$ cat config.mk
export PLATFORM = sky130hd
export DESIGN_NAME = axi_lite_requester
export DESIGN_NICKNAME = d
export VERILOG_FILES = /design/src/rtl/axi_lite_requester.sv
export SDC_FILE = /design/constraint.sdc
export NUM_CORES = 1
export LEC_CHECK = 0
export BUFFER_PORTS_ARGS = -buffer_cell sky130_fd_sc_hd__buf_2
export CAP_MARGIN = 40
export CORE_AREA = 2 2 230 232
export DETAILED_ROUTE_END_ITERATION = 16
export DIE_AREA = 0 0 232 234
export GPL_ROUTABILITY_DRIVEN = 0
export PLACE_DENSITY = 0.37
export SLEW_MARGIN = 25
export SYNTH_ARGS = -nofsm -noshare
export SYNTH_HDL_FRONTEND = slang
export SYNTH_SLANG_ARGS = --single-unit
export TNS_END_PERCENT = 100
$ cat constraint.sdc
create_clock -name clk_i -period 4.25 [get_ports clk_i]
set_input_delay 0.6375 -clock clk_i [delete_from_list [all_inputs] [get_ports clk_i]]
set_output_delay 0.6375 -clock clk_i [all_outputs]
set_load 0.05 [all_outputs]
$ cat src/rtl/axi_lite_requester.sv
// Single-outstanding AXI4-Lite initiator: converts a req/gnt/rvalid memory port into
// single-beat AXI read/write transactions. Includes the ariane_axi bus type package.

package ariane_axi;
  localparam int unsigned ADDR_WIDTH = 64;
  localparam int unsigned DATA_WIDTH = 64;
  localparam int unsigned ID_WIDTH   = 10;
  localparam int unsigned USER_WIDTH = 1;
  localparam int unsigned STRB_WIDTH = DATA_WIDTH / 8;

  localparam logic [1:0] BURST_INCR = 2'b01;

  typedef logic [ID_WIDTH-1:0]   id_t;
  typedef logic [ADDR_WIDTH-1:0] addr_t;
  typedef logic [DATA_WIDTH-1:0] data_t;
  typedef logic [STRB_WIDTH-1:0] strb_t;
  typedef logic [USER_WIDTH-1:0] user_t;

  typedef struct packed {
    id_t        id;
    addr_t      addr;
    logic [7:0] len;
    logic [2:0] size;
    logic [1:0] burst;
    logic       lock;
    logic [3:0] cache;
    logic [2:0] prot;
    logic [3:0] qos;
    logic [3:0] region;
    user_t      user;
  } ax_chan_t;

  typedef struct packed {
    data_t data;
    strb_t strb;
    logic  last;
    user_t user;
  } w_chan_t;

  typedef struct packed {
    id_t        id;
    logic [1:0] resp;
    user_t      user;
  } b_chan_t;

  typedef struct packed {
    id_t        id;
    data_t      data;
    logic [1:0] resp;
    logic       last;
    user_t      user;
  } r_chan_t;

  typedef struct packed {
    ax_chan_t aw;
    logic     aw_valid;
    w_chan_t  w;
    logic     w_valid;
    logic     b_ready;
    ax_chan_t ar;
    logic     ar_valid;
    logic     r_ready;
  } req_t;

  typedef struct packed {
    logic    aw_ready;
    logic    ar_ready;
    logic    w_ready;
    logic    b_valid;
    b_chan_t b;
    logic    r_valid;
    r_chan_t r;
  } resp_t;
endpackage

module axi_lite_requester #(
  parameter int unsigned                AXI_ADDR_WIDTH = 64,
  parameter int unsigned                AXI_DATA_WIDTH = 64,
  parameter int unsigned                AXI_ID_WIDTH   = 10,
  parameter logic [AXI_ID_WIDTH-1:0]    AXI_ID         = '0,
  parameter type                        axi_req_t      = ariane_axi::req_t,
  parameter type                        axi_resp_t     = ariane_axi::resp_t
) (
  input  logic                        clk_i,
  input  logic                        rst_ni,
  input  logic                        req_i,
  input  logic                        we_i,
  input  logic [AXI_ADDR_WIDTH-1:0]   addr_i,
  input  logic [AXI_DATA_WIDTH/8-1:0] be_i,
  input  logic [AXI_DATA_WIDTH-1:0]   wdata_i,
  output logic                        gnt_o,
  output logic                        rvalid_o,
  output logic [AXI_DATA_WIDTH-1:0]   rdata_o,
  output logic                        err_o,
  output axi_req_t                    axi_req_o,
  input  axi_resp_t                   axi_resp_i
);

  localparam int unsigned STRB_WIDTH = AXI_DATA_WIDTH / 8;
  localparam logic [2:0]  AXI_SIZE   = 3'($clog2(STRB_WIDTH));

  typedef enum logic [2:0] {
    IDLE,
    WR,
    WR_B,
    RD_AR,
    RD_R
  } state_t;

  state_t                    state_q;
  logic [AXI_ADDR_WIDTH-1:0] addr_q;
  logic [STRB_WIDTH-1:0]     be_q;
  logic [AXI_DATA_WIDTH-1:0] wdata_q;
  logic                      aw_valid_q, w_valid_q, ar_valid_q;
  logic                      b_ready_q, r_ready_q;
  logic                      aw_done_q, w_done_q;
  logic                      rvalid_q, err_q;
  logic [AXI_DATA_WIDTH-1:0] rdata_q;

  logic aw_fire, w_fire;
  assign aw_fire = aw_valid_q & axi_resp_i.aw_ready;
  assign w_fire  = w_valid_q  & axi_resp_i.w_ready;

  // Only IDLE may accept, which is what keeps a single transaction in flight.
  assign gnt_o = req_i && (state_q == IDLE);

  // NOTE: sequential state uses non-blocking assignments so every register samples
  // pre-edge values regardless of statement order inside the block.
  always_ff @(posedge clk_i or negedge rst_ni) begin
    if (!rst_ni) begin
      state_q    <= IDLE;
      addr_q     <= '0;
      be_q       <= '0;
      wdata_q    <= '0;
      aw_valid_q <= 1'b0;
      w_valid_q  <= 1'b0;
      ar_valid_q <= 1'b0;
      b_ready_q  <= 1'b0;
      r_ready_q  <= 1'b0;
      aw_done_q  <= 1'b0;
      w_done_q   <= 1'b0;
      rvalid_q   <= 1'b0;
      err_q      <= 1'b0;
      rdata_q    <= '0;
    end else begin
      rvalid_q <= 1'b0;
      case (state_q)
        IDLE: begin
          if (req_i) begin
            addr_q  <= addr_i;
            be_q    <= be_i;
            wdata_q <= wdata_i;
            if (we_i) begin
              state_q    <= WR;
              aw_valid_q <= 1'b1;
              w_valid_q  <= 1'b1;
              aw_done_q  <= 1'b0;
              w_done_q   <= 1'b0;
            end else begin
              state_q    <= RD_AR;
              ar_valid_q <= 1'b1;
            end
          end
        end
        WR: begin
          if (aw_fire) begin
            aw_valid_q <= 1'b0;
            aw_done_q  <= 1'b1;
          end
          if (w_fire) begin
            w_valid_q <= 1'b0;
            w_done_q  <= 1'b1;
          end
          // Counts a handshake landing this very cycle as done.
          if ((aw_done_q || aw_fire) && (w_done_q || w_fire)) begin
            state_q   <= WR_B;
            b_ready_q <= 1'b1;
          end
        end
        WR_B: begin
          if (axi_resp_i.b_valid) begin
            b_ready_q <= 1'b0;
            err_q     <= axi_resp_i.b.resp[1];
            rvalid_q  <= 1'b1;
            state_q   <= IDLE;
          end
        end
        RD_AR: begin
          if (axi_resp_i.ar_ready) begin
            ar_valid_q <= 1'b0;
            r_ready_q  <= 1'b1;
            state_q    <= RD_R;
          end
        end
        RD_R: begin
          if (axi_resp_i.r_valid) begin
            r_ready_q <= 1'b0;
            rdata_q   <= axi_resp_i.r.data;
            err_q     <= axi_resp_i.r.resp[1];
            rvalid_q  <= 1'b1;
            state_q   <= IDLE;
          end
        end
        default: state_q <= IDLE;
      endcase
    end
  end

  assign rvalid_o = rvalid_q;
  assign rdata_o  = rdata_q;
  assign err_o    = err_q;

  // NOTE: the struct gets a full default first so no field can infer a latch.
  always_comb begin
    axi_req_o          = '0;
    axi_req_o.aw.id    = AXI_ID;
    axi_req_o.aw.addr  = addr_q;
    axi_req_o.aw.size  = AXI_SIZE;
    axi_req_o.aw.burst = ariane_axi::BURST_INCR;
    axi_req_o.aw_valid = aw_valid_q;
    axi_req_o.w.data   = wdata_q;
    axi_req_o.w.strb   = be_q;
    axi_req_o.w.last   = 1'b1;
    axi_req_o.w_valid  = w_valid_q;
    axi_req_o.b_ready  = b_ready_q;
    axi_req_o.ar.id    = AXI_ID;
    axi_req_o.ar.addr  = addr_q;
    axi_req_o.ar.size  = AXI_SIZE;
    axi_req_o.ar.burst = ariane_axi::BURST_INCR;
    axi_req_o.ar_valid = ar_valid_q;
    axi_req_o.r_ready  = r_ready_q;
  end

  // IDs, r_last, user and the low response bit carry no meaning for a single-beat,
  // single-ID initiator; EXOKAY folds into OK through resp[1].
  logic unused_resp;
  assign unused_resp = ^{axi_resp_i.b.id, axi_resp_i.b.user, axi_resp_i.b.resp[0],
                         axi_resp_i.r.id, axi_resp_i.r.user, axi_resp_i.r.resp[0],
                         axi_resp_i.r.last};

endmodule

Word level (Yosys, flattened, before mapping)
Cells that the tools add are included.
{"block": "word_totals", "ff_bits": 212, "latch_bits": 0, "mem_bits_rw": 0, "rom_bits": 0, "inputBits": 236, "output_inout_bits": 354, "elab_cells": 83, "mem_count": 0}
{"block": "classes", "addsub": 0, "multipliers": 0, "div": 0, "order_cmp": 0, "eq_ne": 13, "shift": 0, "n_mux": 35, "bitwise": 2, "n_reduce_logical": 19}
{"cell": "1-bit two-way mux", "n": 19}
{"cell": "2-bit != test, second input constant", "n": 9}
{"cell": "1-bit one-hot mux with 2 select lines", "n": 9}
{"cell": "3-bit two-way mux", "n": 5}
{"cell": "3-bit one-hot mux with 5 select lines", "n": 1}
{"cell": "4-bit AND reduction", "n": 3}
{"cell": "2-bit nonzero test", "n": 5}
{"cell": "3-bit AND reduction", "n": 3}
{"cell": "3-bit by 2-bit equality test with 1-bit output, second input constant", "n": 2}
{"cell": "5-bit AND reduction", "n": 1}
{"cell": "2-bit AND reduction", "n": 2}
{"cell": "3-bit by 1-bit equality test with 1-bit output, second input constant", "n": 1}
{"cell": "3-bit equality test, second input constant", "n": 1}
{"cell": "3-bit zero test", "n": 1}
{"cell": "1-bit AND", "n": 2}
{"cell": "1-bit logical AND", "n": 2}
{"cell": "1-bit logical OR", "n": 2}
{"cell": "2-bit two-way mux", "n": 1}

Longest topological paths before layout
Gate-level depths: netlist of run 1.
{"block": "logic_depth", "word_depth": 5, "depth_mapped": 5, "ltp_nobuf": 4}

Worst setup path after synthesis of run 1
OpenSTA, ideal clock, no wires.
{"block": "synth_timing", "path_kind": "input to output", "start": "in req_i", "end": "out gnt_o", "t_arrival_ps": 1313, "required_time_ps": 3612, "setup_slack_ps": 2299, "stages": 3, "n_path_buf": 2, "path_cell_list": "nor4b_4 > buf_4 > buf_4"}
{"block": "synth_between", "elab_chain_cells": 1}
{"item": "start: declaration", "line_no": "86", "source": "input logic req_i,"}
{"item": "1-bit logical AND", "line_no": "125", "source": "assign gnt_o = req_i && (state_q == IDLE);"}
{"item": "end: declaration", "line_no": "91", "source": "output logic gnt_o,"}
Every way passes these cells.

Final worst setup path of run 1
{"block": "layout_timing", "start": "reg state_q[1]", "end": "out gnt_o"}
{"block": "layout_between", "elab_chain_cells": 2}
{"item": "start: declaration", "line_no": "110", "source": "state_t state_q;"}
{"item": "start signal: assignment", "line_no": "131", "source": "state_q <= IDLE;"}
{"item": "start signal: assignment", "line_no": "154", "source": "state_q <= WR;"}
{"item": "start signal: assignment", "line_no": "160", "source": "state_q <= RD_AR;"}
{"item": "3-bit zero test", "line_no": "125"}
{"item": "1-bit logical AND", "line_no": "125"}
Every way passes these cells.

==> summary.md, run 1 <==
| Metric | Value |
|---|---|
| Number of top-level pins | `590` |
| Number of synthesized register bits | `212` |
| Global-route total usage across every layer | `between 8 and 9%` |
| Detail-routed via count per cell | `3.458` |
| Top cells by area, synth | `sky130_fd_sc_hd__dfrtp_1 (58%), sky130_fd_sc_hd__mux2_2 (24%), sky130_fd_sc_hd__buf_4 (13%), sky130_fd_sc_hd__buf_6 (0.61%), sky130_fd_sc_hd__a21oi_1 (0.44%)` |
| Pin count of the biggest net entering global routing | `approximately 110` |
| Launching element type of the critical path | `flip-flop` |
| Number of buffers added by the clock tree synthesis step | `27` |
| Maximum cell stage delay along the critical path | `approximately 560 ps` |
| Wire length of the first global-routing pass | `about 36000 µm` |
| Max Fclk | `approximately 390 MHz` |
| Syn_area_per_cell | `between 10 and 15 µm²` |
| Std-Cell Core Area | `between 50000 and 60000 µm²` |
| Setup slack of the worst register-to-register path | `a little under 2000 ps` |
| Compound-cell area share of the yosys netlist | `roughly 1.4%` |
| Area fraction of the dominant cell type after synthesis | `~58%` |
| Slew at the pin with the worst max-slew slack | `between 800 and 900 ps` |
| Post-route antenna net violation count | `0` |
| Dpl hpwl | `18160 µm` |
| Area occupied by multi-input gates | `about 2900 µm²` |
| Synthesized cell area | `roughly 9200 µm²` |
| Number of port buffers | `482` |
| Via count of the first global-routing pass | `between 6k and 7k` |
| Number of buffers inserted for hold repair after clock tree synthesis | `0` |
| Die boundary width | `roughly 230 µm` |
| Placed instance area | `roughly 12000 µm²` |
| Largest delay share family, worst path | `flip-flops` |
| CP Data Required Time | `~3600 ps` |
| Area Overhead vs Synth | `34.59%` |
| Total congestion overflow after global routing | `0` |
| Depth of the worst register-to-register path | `3` |
| Detailed Routing Iterations Pass 1 | `4` |
| Area fraction in and, or, nand and nor cells after synthesis | `under 10%` |
| Net total in the final layout | `about 1.3k` |
| Result of the run | `finished clean` |
| Maxcap violations | `0` |
| DR DRC count | `0` |
| Critical path depth in cells | `2` |
| Share of final-layout standard cells stronger than drive strength 1 | `between 60% and 70%` |
| Final number of hold-violating endpoints | `0` |
| Starting Density | `roughly 18%` |
| H-Tree Level Count | `1` |
| Period Utilization, post-route | `about three fifths` |
| Clock-pin slew reported for the worst setup and hold paths after clock tree synthesis | `about 60 ps` |
| Post-CTS setup buffer count | `0` |
| Post-cts repair resize count | `0` |
| Adder and majority gate portion of the synthesized area | `0%` |
| Fill cells | `approximately 5.7k` |
| Standard-cell row count | `84` |
| Endpoint class of the critical path | `output pin` |
| Multiplexer fraction of the synthesized cell area | `24.60%` |
| Cell with the biggest individual delay on the critical path | `sky130_fd_sc_hd__dfrtp_1` |
| Detailed Route Iter0 Violations | `around 150` |
| Wire per inst | `around 14 µm` |
| Total via count in the routed design | `6113` |
| Worst-Skew Late Latency | `550 ps` |
| Clock root buffer | `sky130_fd_sc_hd__clkbuf_16` |
| Shortest clock period the worst path allows after layout | `~2500 ps` |
| Dominant combinational cell family by area after synthesis | `multiplexers` |
| Antenna violations before repair | `2` |
| Worst path arrival time | `around 1900 ps` |
| Clock Tree Buf Depth | `3` |
| Final setup viols | `0` |
| Die footprint | `between 50000 and 60000 µm²` |
| Leading area contributor after synthesis | `sky130_fd_sc_hd__dfrtp_1` |
| Antenna cells | `0` |
| Worst min path class | `primary input to asynchronous set/reset pin` |
| Total Wirelength | `~25000 µm` |
| Register area share after synthesis | `slightly below 60%` |
| Kind of critical path | `flip-flop to output pin` |
| Yosys warns | `0` |
| Reg area | `5305 µm²` |
| Total non-filler cell area in the finished layout | `12390 µm²` |
| Max-slew violation total from the final report | `0` |
| Number of instances in the synthesized netlist | `about 640` |
| CP max FO | `15` |
| Post-synthesis share of cell area spent on xor and xnor gates | `0%` |
| Setup TNS Final | `0 ps` |
| Worst-case clock skew | `between 8 and 9 ps` |
| Crit path buf inv count | `1` |
| CTS sink cnt | `between 200 and 250` |
| Cell-by-cell listing of the critical path | `nor4b_4, buf_2` |
| TritonCTS clock tree | `done` |
| Vertical die dimension | `between 200 and 250 µm` |
| Normalized max-slew margin | `between 40% and 50%` |
| Unrepaired setup endpoints after global routing | `false` |
| Number of distinct library cell variants in the gate-level netlist after synthesis | `30` |
-- cell type report --
| class | instances | area share, % |
|---|---|---|
| Clock buffer | 38 | 6.112 |
| Clock inverter | 8 | 0.5758 |
| Inverter | 3 | 0.09092 |
| Multi-Input combinational cell | 331 | 23.11 |
| Sequential cell | 212 | 42.83 |
| Tap cell | 688 | 6.950 |
| Timing Repair Buffer | 488 | 20.33 |
-- flip-flops by register name (all words and copies together), names as in the netlist --
name	cells
b_ready_q	1
w_done_q	1
aw_done_q	1
err_o	1
ar_valid_q	1
rvalid_o	1
aw_valid_q	1
rdata_o	64
state_q	3
w_valid_q	1
wdata_q	64
be_q	8
r_ready_q	1
addr_q	64
-- Yosys cell counts --
cell / n
sky130_fd_sc_hd__nand2_1: 7
sky130_fd_sc_hd__or2_1: 1
sky130_fd_sc_hd__nor2_1: 7
sky130_fd_sc_hd__dfrtp_1: 212
sky130_fd_sc_hd__and3_4: 1
sky130_fd_sc_hd__a21o_1: 2
sky130_fd_sc_hd__o22ai_1: 1
sky130_fd_sc_hd__buf_2: 5
sky130_fd_sc_hd__nor3_1: 3
sky130_fd_sc_hd__o211a_1: 1
sky130_fd_sc_hd__nor3b_1: 1
sky130_fd_sc_hd__nand4bb_1: 1
sky130_fd_sc_hd__nor2b_1: 1
sky130_fd_sc_hd__mux2_2: 198
sky130_fd_sc_hd__conb_1: 2
sky130_fd_sc_hd__a21oi_1: 8
sky130_fd_sc_hd__a22o_1: 1
sky130_fd_sc_hd__o221a_2: 1
sky130_fd_sc_hd__nor4b_4: 1
sky130_fd_sc_hd__clkbuf_1: 1
sky130_fd_sc_hd__nand3_1: 1
sky130_fd_sc_hd__o21ai_0: 3
sky130_fd_sc_hd__a31oi_1: 3
sky130_fd_sc_hd__buf_6: 5
sky130_fd_sc_hd__buf_4: 165
sky130_fd_sc_hd__nand2b_1: 2
sky130_fd_sc_hd__o21bai_1: 1
sky130_fd_sc_hd__mux2_1: 3
sky130_fd_sc_hd__inv_1: 3
sky130_fd_sc_hd__nand3b_1: 1
-- placed cells by master (no fill, tap or decap), drive strengths merged, types with 2 or more instances in the layout --
| cell | Yosys | routed |
|---|---|---|
| buf | 175 | 488 |
| dfrtp | 212 | 212 |
| mux2 | 201 | 201 |
| conb | 2 | 82 |
| clkbuf | 1 | 38 |
| a21oi | 8 | 8 |
| nor2 | 7 | 7 |
| nand2 | 7 | 7 |
| clkinv | 0 | 5 |
| inv | 3 | 4 |
| o21ai | 3 | 3 |
| nor3 | 3 | 3 |
| a31oi | 3 | 3 |
| nand2b | 2 | 2 |
| a21o | 2 | 2 |
-- per-stage QoR --
| stage | worst slack [ps] | utilization (%) | instances | hold slack [ps] |
|---|---|---|---|---|
| 2_1_floorplan | 2299 | - | 722 | 341.9 |
| 3_3_place_gp | 1885 | 22.18 | 1721 | 469.0 |
| 3_5_place_dp | 1858 | 22.22 | 1722 | 475.4 |
| 4_1_cts | 1631 | 23.81 | 1768 | 184.1 |
| 5_1_grt | 1592 | 23.81 | 1768 | 224.8 |
| 6_report | 1702 | 23.81 | 1768 | 172.3 |
-- final timing paths --
| path | end | start |
|---|---|---|
| min in group clk_i | rdata_o[61]$_DFFE_PN0P_ | axi_resp_i[65] |
| worst min register to register | rdata_o[24]$_DFFE_PN0P_ | rdata_o[24]$_DFFE_PN0P_ |
| max in group asynchronous | rdata_o[34]$_DFFE_PN0P_ | rst_ni |
| worst min-delay path | rdata_o[26]$_DFFE_PN0P_ | rst_ni |
| worst max register to register | wdata_q[3]$_DFFE_PN0P_ | state_q[1]$_DFFE_PN0P_ |
| worst max-delay path | gnt_o | state_q[1]$_DFFE_PN0P_ |
-- cell families after synthesis --
| kind of cell | after synthesis |
|---|---|
| DFF | 212 |
| muxes | 201 |
| buffers and inverters | 179 |
| and+or+nand+nor | 27 |
| AOI/OAI and AO/OA | 21 |
| other | 2 |
-- per-layer routing --
metal  wire length (µm)  GRT usage [%]  up-vias
li1                   -              -     2812
met1               8702          8.894     2955
met2              12490          15.01      309
met3               2647          3.794       33
met4                677          2.524        4
met5                 14              0        -
Power of run 1 is left out: the tool's default activity adds up to more than one toggle a clock period on the data nets, which glitch-free logic cannot reach.
==> run 2, diff against run 1 <==
ABC_AREA = 1   (was default)
CORE_AREA = 2 2 228 230   (was 2 2 230 232)
DIE_AREA = 0 0 230 232   (was 0 0 232 234)
PLACE_DENSITY = 0.38   (was 0.37)
clock period = 2.55 ns   (was 4.25 ns; I/O delays follow)
==> run 2 against run 1 <==
Against the previous run:
- synthesized area rose by 2.5%
- via count rose by 30%
- worst setup slack lost 1500 ps
- utilization up 1.2 points
- register-to-register slack worse by 1300 ps
- critical path type unchanged
- critical endpoint unchanged
- largest cell class unchanged
- highest routed layer unchanged
==> summary.md, run 2 <==
| Metric | Value |
|---|---|
| Number of instances in the synthesized netlist | `1082 (+69%)` |
| Worst min path class | `primary input to flip-flop` |
| Commonest cells after routing, fill and taps aside | `sky130_fd_sc_hd__nand2_1 (632), sky130_fd_sc_hd__buf_2 (481), sky130_fd_sc_hd__dfrtp_1 (212)` |
| Fill cells | `5723 (+1.2%)` |
| Clock Tree Buf Depth | `3 (unchanged)` |
| Final setup viols | `0 (unchanged)` |
| Total congestion overflow after global routing | `0 (unchanged)` |
| Max Fclk | `between 400 and 500 MHz` |
| Clock root buffer | `sky130_fd_sc_hd__clkbuf_16` |
| Dpl hpwl | `23020 µm (+27%)` |
| Cell depth of the worst hold path | `3` |
| Critical path depth in cells | `5 (+3)` |
| H-Tree Level Count | `1 (unchanged)` |
| Largest delay share family, worst path | `buffers and inverters` |
| Detail-routed via count per cell | `3.594 (+3.9%)` |
| Worst slack at placement | `675.1 ps (-1183 ps)` |
| Pin count of the biggest net entering global routing | `67 (-37%)` |
| Synthesized cell area | `9430 µm² (+2.5%)` |
| CTS sink cnt | `212 (unchanged)` |
| Wire per inst | `13.98 µm (+0.75%)` |
| Die footprint | `53360 µm² (-1.7%)` |
| Area fraction of the dominant cell type after synthesis | `56.26% (-1.4 points)` |
| Total via count in the routed design | `7960 (+30%)` |
| Crit path buf inv count | `2 (+1)` |
| Most common cell after layout, fill and taps aside | `sky130_fd_sc_hd__nand2_1` |
| Area Overhead vs Synth | `34.80%` |
| Met2 Usage GRT | `19.14% (+4.1 points)` |
| Met3 capacity usage during global routing | `4.138% (+0.34 points)` |
| Net total in the final layout | `1754 (+35%)` |
| Final number of hold-violating endpoints | `0 (unchanged)` |
| Die boundary width | `230 µm (-0.86%)` |
| Post-route antenna net violation count | `0 (unchanged)` |
| Clock-pin slew reported for the worst setup and hold paths after clock tree synthesis | `60 ps (about the same)` |
| Number of synthesized register bits | `212 (unchanged)` |
| Result of the run | `finished clean` |
| Share of final-layout standard cells stronger than drive strength 1 | `35.70% (-32 points)` |
| Worst-case clock skew | `12.14 ps (+3.261 ps)` |
| DR DRC count | `0 (unchanged)` |
| Detailed Routing Iterations Pass 1 | `4 (unchanged)` |
| Worst-Skew Late Latency | `540 ps (about the same)` |
| Maximum cell stage delay along the critical path | `480 ps (-80 ps)` |
| Post-CTS setup buffer count | `0 (unchanged)` |
| Number of distinct library cell variants in the gate-level netlist after synthesis | `21 (-30%)` |
| Maxcap violations | `0 (unchanged)` |
| Antenna cells | `0 (unchanged)` |
| Most used standard cells in the synthesized netlist | `sky130_fd_sc_hd__nand2_1 (632), sky130_fd_sc_hd__dfrtp_1 (212), sky130_fd_sc_hd__buf_4 (173)` |
| Worst path arrival time | `1960 ps (+50 ps)` |
| Global-route total usage across every layer | `11.18% (+2.8 points)` |
| Period Utilization, post-route | `between 90% and 100%` |
| TritonCTS clock tree | `done` |
| Most instantiated flip-flop cell in the synthesis netlist | `sky130_fd_sc_hd__dfrtp_1` |
| Top cells by area, synth | `sky130_fd_sc_hd__dfrtp_1 (56%), sky130_fd_sc_hd__nand2_1 (25%), sky130_fd_sc_hd__buf_4 (14%), sky130_fd_sc_hd__buf_6 (2.4%), sky130_fd_sc_hd__nand3_1 (0.37%)` |
| Slew at the pin with the worst max-slew slack | `756.7 ps (-96.71 ps)` |
| Register area share after synthesis | `56.26% (-1.4 points)` |
| Syn_area_per_cell | `8.716 µm² (-39%)` |
| Endpoint class of the critical path | `output pin` |
| Number of enable flip-flop cells after synthesis | `0 (unchanged)` |
| Depth of the worst register-to-register path | `6 (+3)` |
| Number of top-level pins | `590 (unchanged)` |
| Std-Cell Core Area | `50890 µm² (-2.2%)` |
| Standard-cell row count | `83 (-1.2%)` |
| Post-route setup slack | `205.4 ps (-1497 ps)` |
| Yosys warns | `0 (unchanged)` |
| Via count of the first global-routing pass | `7896 (+31%)` |
| Shortest clock period the worst path allows after layout | `between 2000 and 2500 ps` |
| Setup TNS Final | `0 ps (unchanged)` |
| Vertical die dimension | `232 µm (-0.85%)` |
| Wire length of the first global-routing pass | `47130 µm (+33%)` |
| Detailed Route Iter0 Violations | `301 (+100%)` |
| Leading area contributor after synthesis | `sky130_fd_sc_hd__dfrtp_1` |
| Number of port buffers | `482 (unchanged)` |
| CP Data Required Time | `2170 ps (-1440 ps)` |
| Cell type with the highest occurrence count on the critical path | `sky130_fd_sc_hd__nor2_4` |
| Library cell with the highest instance count after synthesis | `sky130_fd_sc_hd__nand2_1` |
| Starting Density | `18.53% (+0.84 points)` |
| Final Hold Slack | `37.80 ps (-134.5 ps)` |
| Most Crowded Layer GR | `met2` |
| GRT met1 Usage | `13.35% (+4.5 points)` |
| Unrepaired setup endpoints after global routing | `false` |
| Cell-by-cell listing of the critical path | `nor2_4, nand2_2, nor2_4, buf_12, buf_2` |
| CP max FO | `43 (+28)` |
| Launching element type of the critical path | `flip-flop` |
| Normalized max-slew margin | `49.55% (+6.4 points)` |
| Number of buffers added by the clock tree synthesis step | `26 (-3.7%)` |
| Kind of critical path | `flip-flop to output pin` |
| Async set or reset register ratio after synthesis | `100.0% (unchanged)` |
| Antenna violations before repair | `4 (+2)` |
| Max-slew violation total from the final report | `0 (unchanged)` |
| Total Wirelength | `30970 µm (+26%)` |
| Post-cts repair resize count | `0 (unchanged)` |
| Cell with the biggest individual delay on the critical path | `sky130_fd_sc_hd__dfrtp_1` |
run 2: cell count changes in the layout (fill, tap and decap cells not counted), moves of 3 or more:
cell                            delta
sky130_fd_sc_hd__a21oi_1           -7
sky130_fd_sc_hd__a31oi_1           -3
sky130_fd_sc_hd__buf_4            +14
sky130_fd_sc_hd__clkbuf_1          +3
sky130_fd_sc_hd__clkinv_2          -4
sky130_fd_sc_hd__dlygate4sd3_1    +19
sky130_fd_sc_hd__inv_1             +5
sky130_fd_sc_hd__mux2_1            -3
sky130_fd_sc_hd__mux2_2          -198
sky130_fd_sc_hd__nand2_1         +625
sky130_fd_sc_hd__nand3_1           +6
sky130_fd_sc_hd__nor3_1            -3
run 2: per-stage QoR:
step	cell area [µm²]	std cells	utilization, %
after floorplan	9731	1162	-
after global placement	11710	2151	23.02
after detailed placement	11710	2151	23.02
after CTS	12710	2215	24.98
after global routing	12710	2215	24.98
final	12710	2215	24.98
run 2: final timing paths:
path | start | endpoint | slack (ps)
max | state_q[2]$_DFFE_PN0P_ | gnt_o | 210
min | axi_resp_i[20] | rdata_o[16]$_DFFE_PN0P_ | 40
max reg2reg | state_q[1]$_DFFE_PN0P_ | rdata_o[27]$_DFFE_PN0P_ | 720
min reg2reg | wdata_q[59]$_DFFE_PN0P_ | wdata_q[59]$_DFFE_PN0P_ | 460
max in group asynchronous | rst_ni | wdata_q[63]$_DFFE_PN0P_ | 1490
min in group asynchronous | rst_ni | wdata_q[10]$_DFFE_PN0P_ | 380
run 2: routing by layer:
metal	part of all wire [%]	wire [µm]
met3	9.9	3067
met4	1.4	432
met2	48	14740
met5	0.14	43
met1	41	12690
run 2: worst reg2reg max path, cell delays in order (launching register included):
cell	delay [ps]
sky130_fd_sc_hd__dfrtp_1	470
sky130_fd_sc_hd__nor2_2	220
sky130_fd_sc_hd__nand3_2	120
sky130_fd_sc_hd__inv_2	540
sky130_fd_sc_hd__buf_4	320
sky130_fd_sc_hd__nand2_1	70
sky130_fd_sc_hd__nand2_1	50
run 2: final cells by class:
cell class,instances,area [µm²],area share [%]
Sequential cell,212,5305,41.73
Inverter,11,43.79,0.3445
Timing Repair Buffer,523,2853,22.44
Tap cell,680,850.8,6.693
Clock buffer,43,795.8,6.260
Multi-Input combinational cell,744,2851,22.43
Clock inverter,2,12.51,0.09843
run 2: cells by family (layout without fill, tap and decap cells):
group / count (synthesis) / count (layout) / synth area share [%]
other: 2 / 82 / 0.07964
and+or+nand+nor: 653 / 653 / 26.47
DFF: 212 / 212 / 56.26
AOI/OAI and AO/OA: 9 / 9 / 0.5041
buffers and inverters: 206 / 579 / 16.69
run 2: repair_timing:
action                                  CTS  global route
endpoints found under the setup margin    0             0
hold buffers                             19             0
hold endpoints to repair                 65             0
Power of run 2 is left out for the same reason.
==> run 3, diff against run 2 <==
PLACE_DENSITY = default   (was 0.38)
==> run 3 against run 2 <==
Against the previous run:
- via count is 1.4% higher
- register-to-register slack worse by 190 ps
- utilization is 0.33 points lower
- maximum frequency is 2.5% lower
- worst setup slack worse by 60 ps
- highest routed layer unchanged
- global-route usage is 0.44 points lower
- wire length is 3.2% lower
- critical path type unchanged
- clock skew is 1.6 ps higher
- non-clock buffer count is 18 lower
==> summary.md, run 3 (synthesized netlist as in run 2, its figures left out) <==
| Metric | Value |
|---|---|
| Normalized max-slew margin | `53.02% (+3.5 points)` |
| Setup TNS Final | `0 ps (unchanged)` |
| H-Tree Level Count | `1 (unchanged)` |
| Post-route antenna net violation count | `0 (unchanged)` |
| Pin count of the biggest net entering global routing | `97 (+45%)` |
| TritonCTS clock tree | `done` |
| Maxcap violations | `0 (unchanged)` |
| Wire length of the first global-routing pass | `44580 µm (-5.4%)` |
| Number of top-level pins | `590 (unchanged)` |
| Via count of the first global-routing pass | `7827 (-0.87%)` |
| Global-route total usage across every layer | `10.74% (-0.44 points)` |
| Clock-pin slew reported for the worst setup and hold paths after clock tree synthesis | `60 ps (about the same)` |
| Cell type with the highest occurrence count on the critical path | `sky130_fd_sc_hd__nor2_4` |
| Antenna violations before repair | `3 (-1)` |
| Max Fclk | `415.9 MHz (-2.5%)` |
| Dpl hpwl | `23040 µm (about the same)` |
| Critical register-to-register path startpoint | `state_q[2]$_DFFE_PN0P_` |
| Die boundary width | `230 µm (unchanged)` |
| Period Utilization, post-route | `94.29% (+2.3 points)` |
| Number of buffers inserted for hold repair after clock tree synthesis | `10 (-9)` |
| Die footprint | `53360 µm² (unchanged)` |
| Post-cts repair resize count | `0 (unchanged)` |
| Detailed Routing Iterations Pass 1 | `4 (unchanged)` |
| Hold wc startpoint | `axi_resp_i[30]` |
| Area occupied by multi-input gates | `2851 µm² (unchanged)` |
| CTS sink cnt | `212 (unchanged)` |
| Share of final-layout standard cells stronger than drive strength 1 | `35.93% (+0.23 points)` |
| Area Overhead vs Synth | `33.04%` |
| Vertical die dimension | `232 µm (unchanged)` |
| Wire per inst | `13.62 µm (-2.5%)` |
| CP Data Required Time | `2170 ps (about the same)` |
| DR DRC count | `0 (unchanged)` |
| Max-slew violation total from the final report | `0 (unchanged)` |
| Reg area | `5305 µm² (unchanged)` |
| Post-CTS setup buffer count | `0 (unchanged)` |
| Worst min path class | `primary input to flip-flop` |
| Clock root buffer | `sky130_fd_sc_hd__clkbuf_16` |
| Shortest clock period the worst path allows after layout | `2404 ps (+59.78 ps)` |
| Cell-by-cell listing of the critical path | `nor2_4, nand2_2, nor2_4, buf_2` |
| Total Wirelength | `29960 µm (-3.2%)` |
| Standard-cell row count | `83 (unchanged)` |
| Detail-routed via count per cell | `3.670 (+2.1%)` |
| Detailed Route Iter0 Violations | `298 (-1.0%)` |
| Unrepaired setup endpoints after global routing | `false` |
| Std-Cell Core Area | `50890 µm² (unchanged)` |
| CP max FO | `8 (-81%)` |
| Number of port buffers | `482 (unchanged)` |
| Fill cells | `5596 (-2.2%)` |
| Net total in the final layout | `1735 (-1.1%)` |
| Slew at the pin with the worst max-slew slack | `704.8 ps (-51.97 ps)` |
| Launching element type of the critical path | `flip-flop` |
| Starting Density | `18.53% (unchanged)` |
| Worst-case clock skew | `13.72 ps (+1.586 ps)` |
| Total congestion overflow after global routing | `0 (unchanged)` |
| Worst-Skew Late Latency | `530 ps (about the same)` |
| Final number of hold-violating endpoints | `0 (unchanged)` |
| Final Hold Slack | `46.01 ps (+8.216 ps)` |
| Final setup viols | `0 (unchanged)` |
| Cell with the biggest individual delay on the critical path | `sky130_fd_sc_hd__dfrtp_1` |
| Number of buffers added by the clock tree synthesis step | `25 (-3.8%)` |
| Clock Tree Buf Depth | `3 (unchanged)` |
| Worst path arrival time | `2020 ps (+60 ps)` |
| Critical Path Source | `state_q[2]$_DFFE_PN0P_` |
| Most common cell after layout, fill and taps aside | `sky130_fd_sc_hd__nand2_1` |
| Result of the run | `finished clean` |
| Kind of critical path | `flip-flop to output pin` |
| Commonest cells after routing, fill and taps aside | `sky130_fd_sc_hd__nand2_1 (632), sky130_fd_sc_hd__buf_2 (481), sky130_fd_sc_hd__dfrtp_1 (212)` |
| Maximum cell stage delay along the critical path | `500 ps (+20 ps)` |
| Total via count in the routed design | `8070 (+1.4%)` |
| Endpoint class of the critical path | `output pin` |
[run 3: layout make-up]
class	instances	share of cell area, %
repair buffers	505	21.48
clock buffers	34	5.655
well taps	680	6.782
diodes	2	0.03989
multi-input cells	744	22.73
flip-flops and latches	212	42.29
clock inverters	11	0.6782
inverters	11	0.3491
[run 3: worst paths after layout]
path	slack, ps	cells past startpoint	to
setup / recovery	150	4	gnt_o
hold / removal	50	3	rdata_o[26]$_DFFE_PN0P_
setup reg to reg	530	7	addr_q[53]$_DFFE_PN0P_
hold reg to reg	460	2	wdata_q[18]$_DFFE_PN0P_
max in group asynchronous	1360	3	addr_q[55]$_DFFE_PN0P_
min in group asynchronous	420	2	rdata_o[8]$_DFFE_PN0P_
[run 3: worst max-delay path, delay by kind of cell (launching register included)]
kind          cells  cell delay, ps
buf+inv           1             360
simple gates      3             610
flops             1             500
[run 3: metrics by stage]
| stage | instances | instance area [µm²] | setup slack (ps) | utilization, % |
|---|---|---|---|---|
| 2_1_floorplan | 1162 | 9731 | 1009 | - |
| 3_3_place_gp | 2142 | 11650 | 624.9 | 22.89 |
| 3_5_place_dp | 2142 | 11650 | 574.7 | 22.89 |
| 4_1_cts | 2197 | 12540 | 51.69 | 24.64 |
| 5_1_grt | 2199 | 12550 | 27.38 | 24.65 |
| 6_report | 2199 | 12550 | 145.7 | 24.65 |
[run 3: layer usage]
layer	routed length, µm	up-vias	GRT usage, %
met4	925	2	4.133
met2	15140	404	19.35
met5	13	-	0
met1	10890	3770	11.58
met3	2996	40	3.622
li1	-	3854	-
Power of run 3 is left out for the same reason.
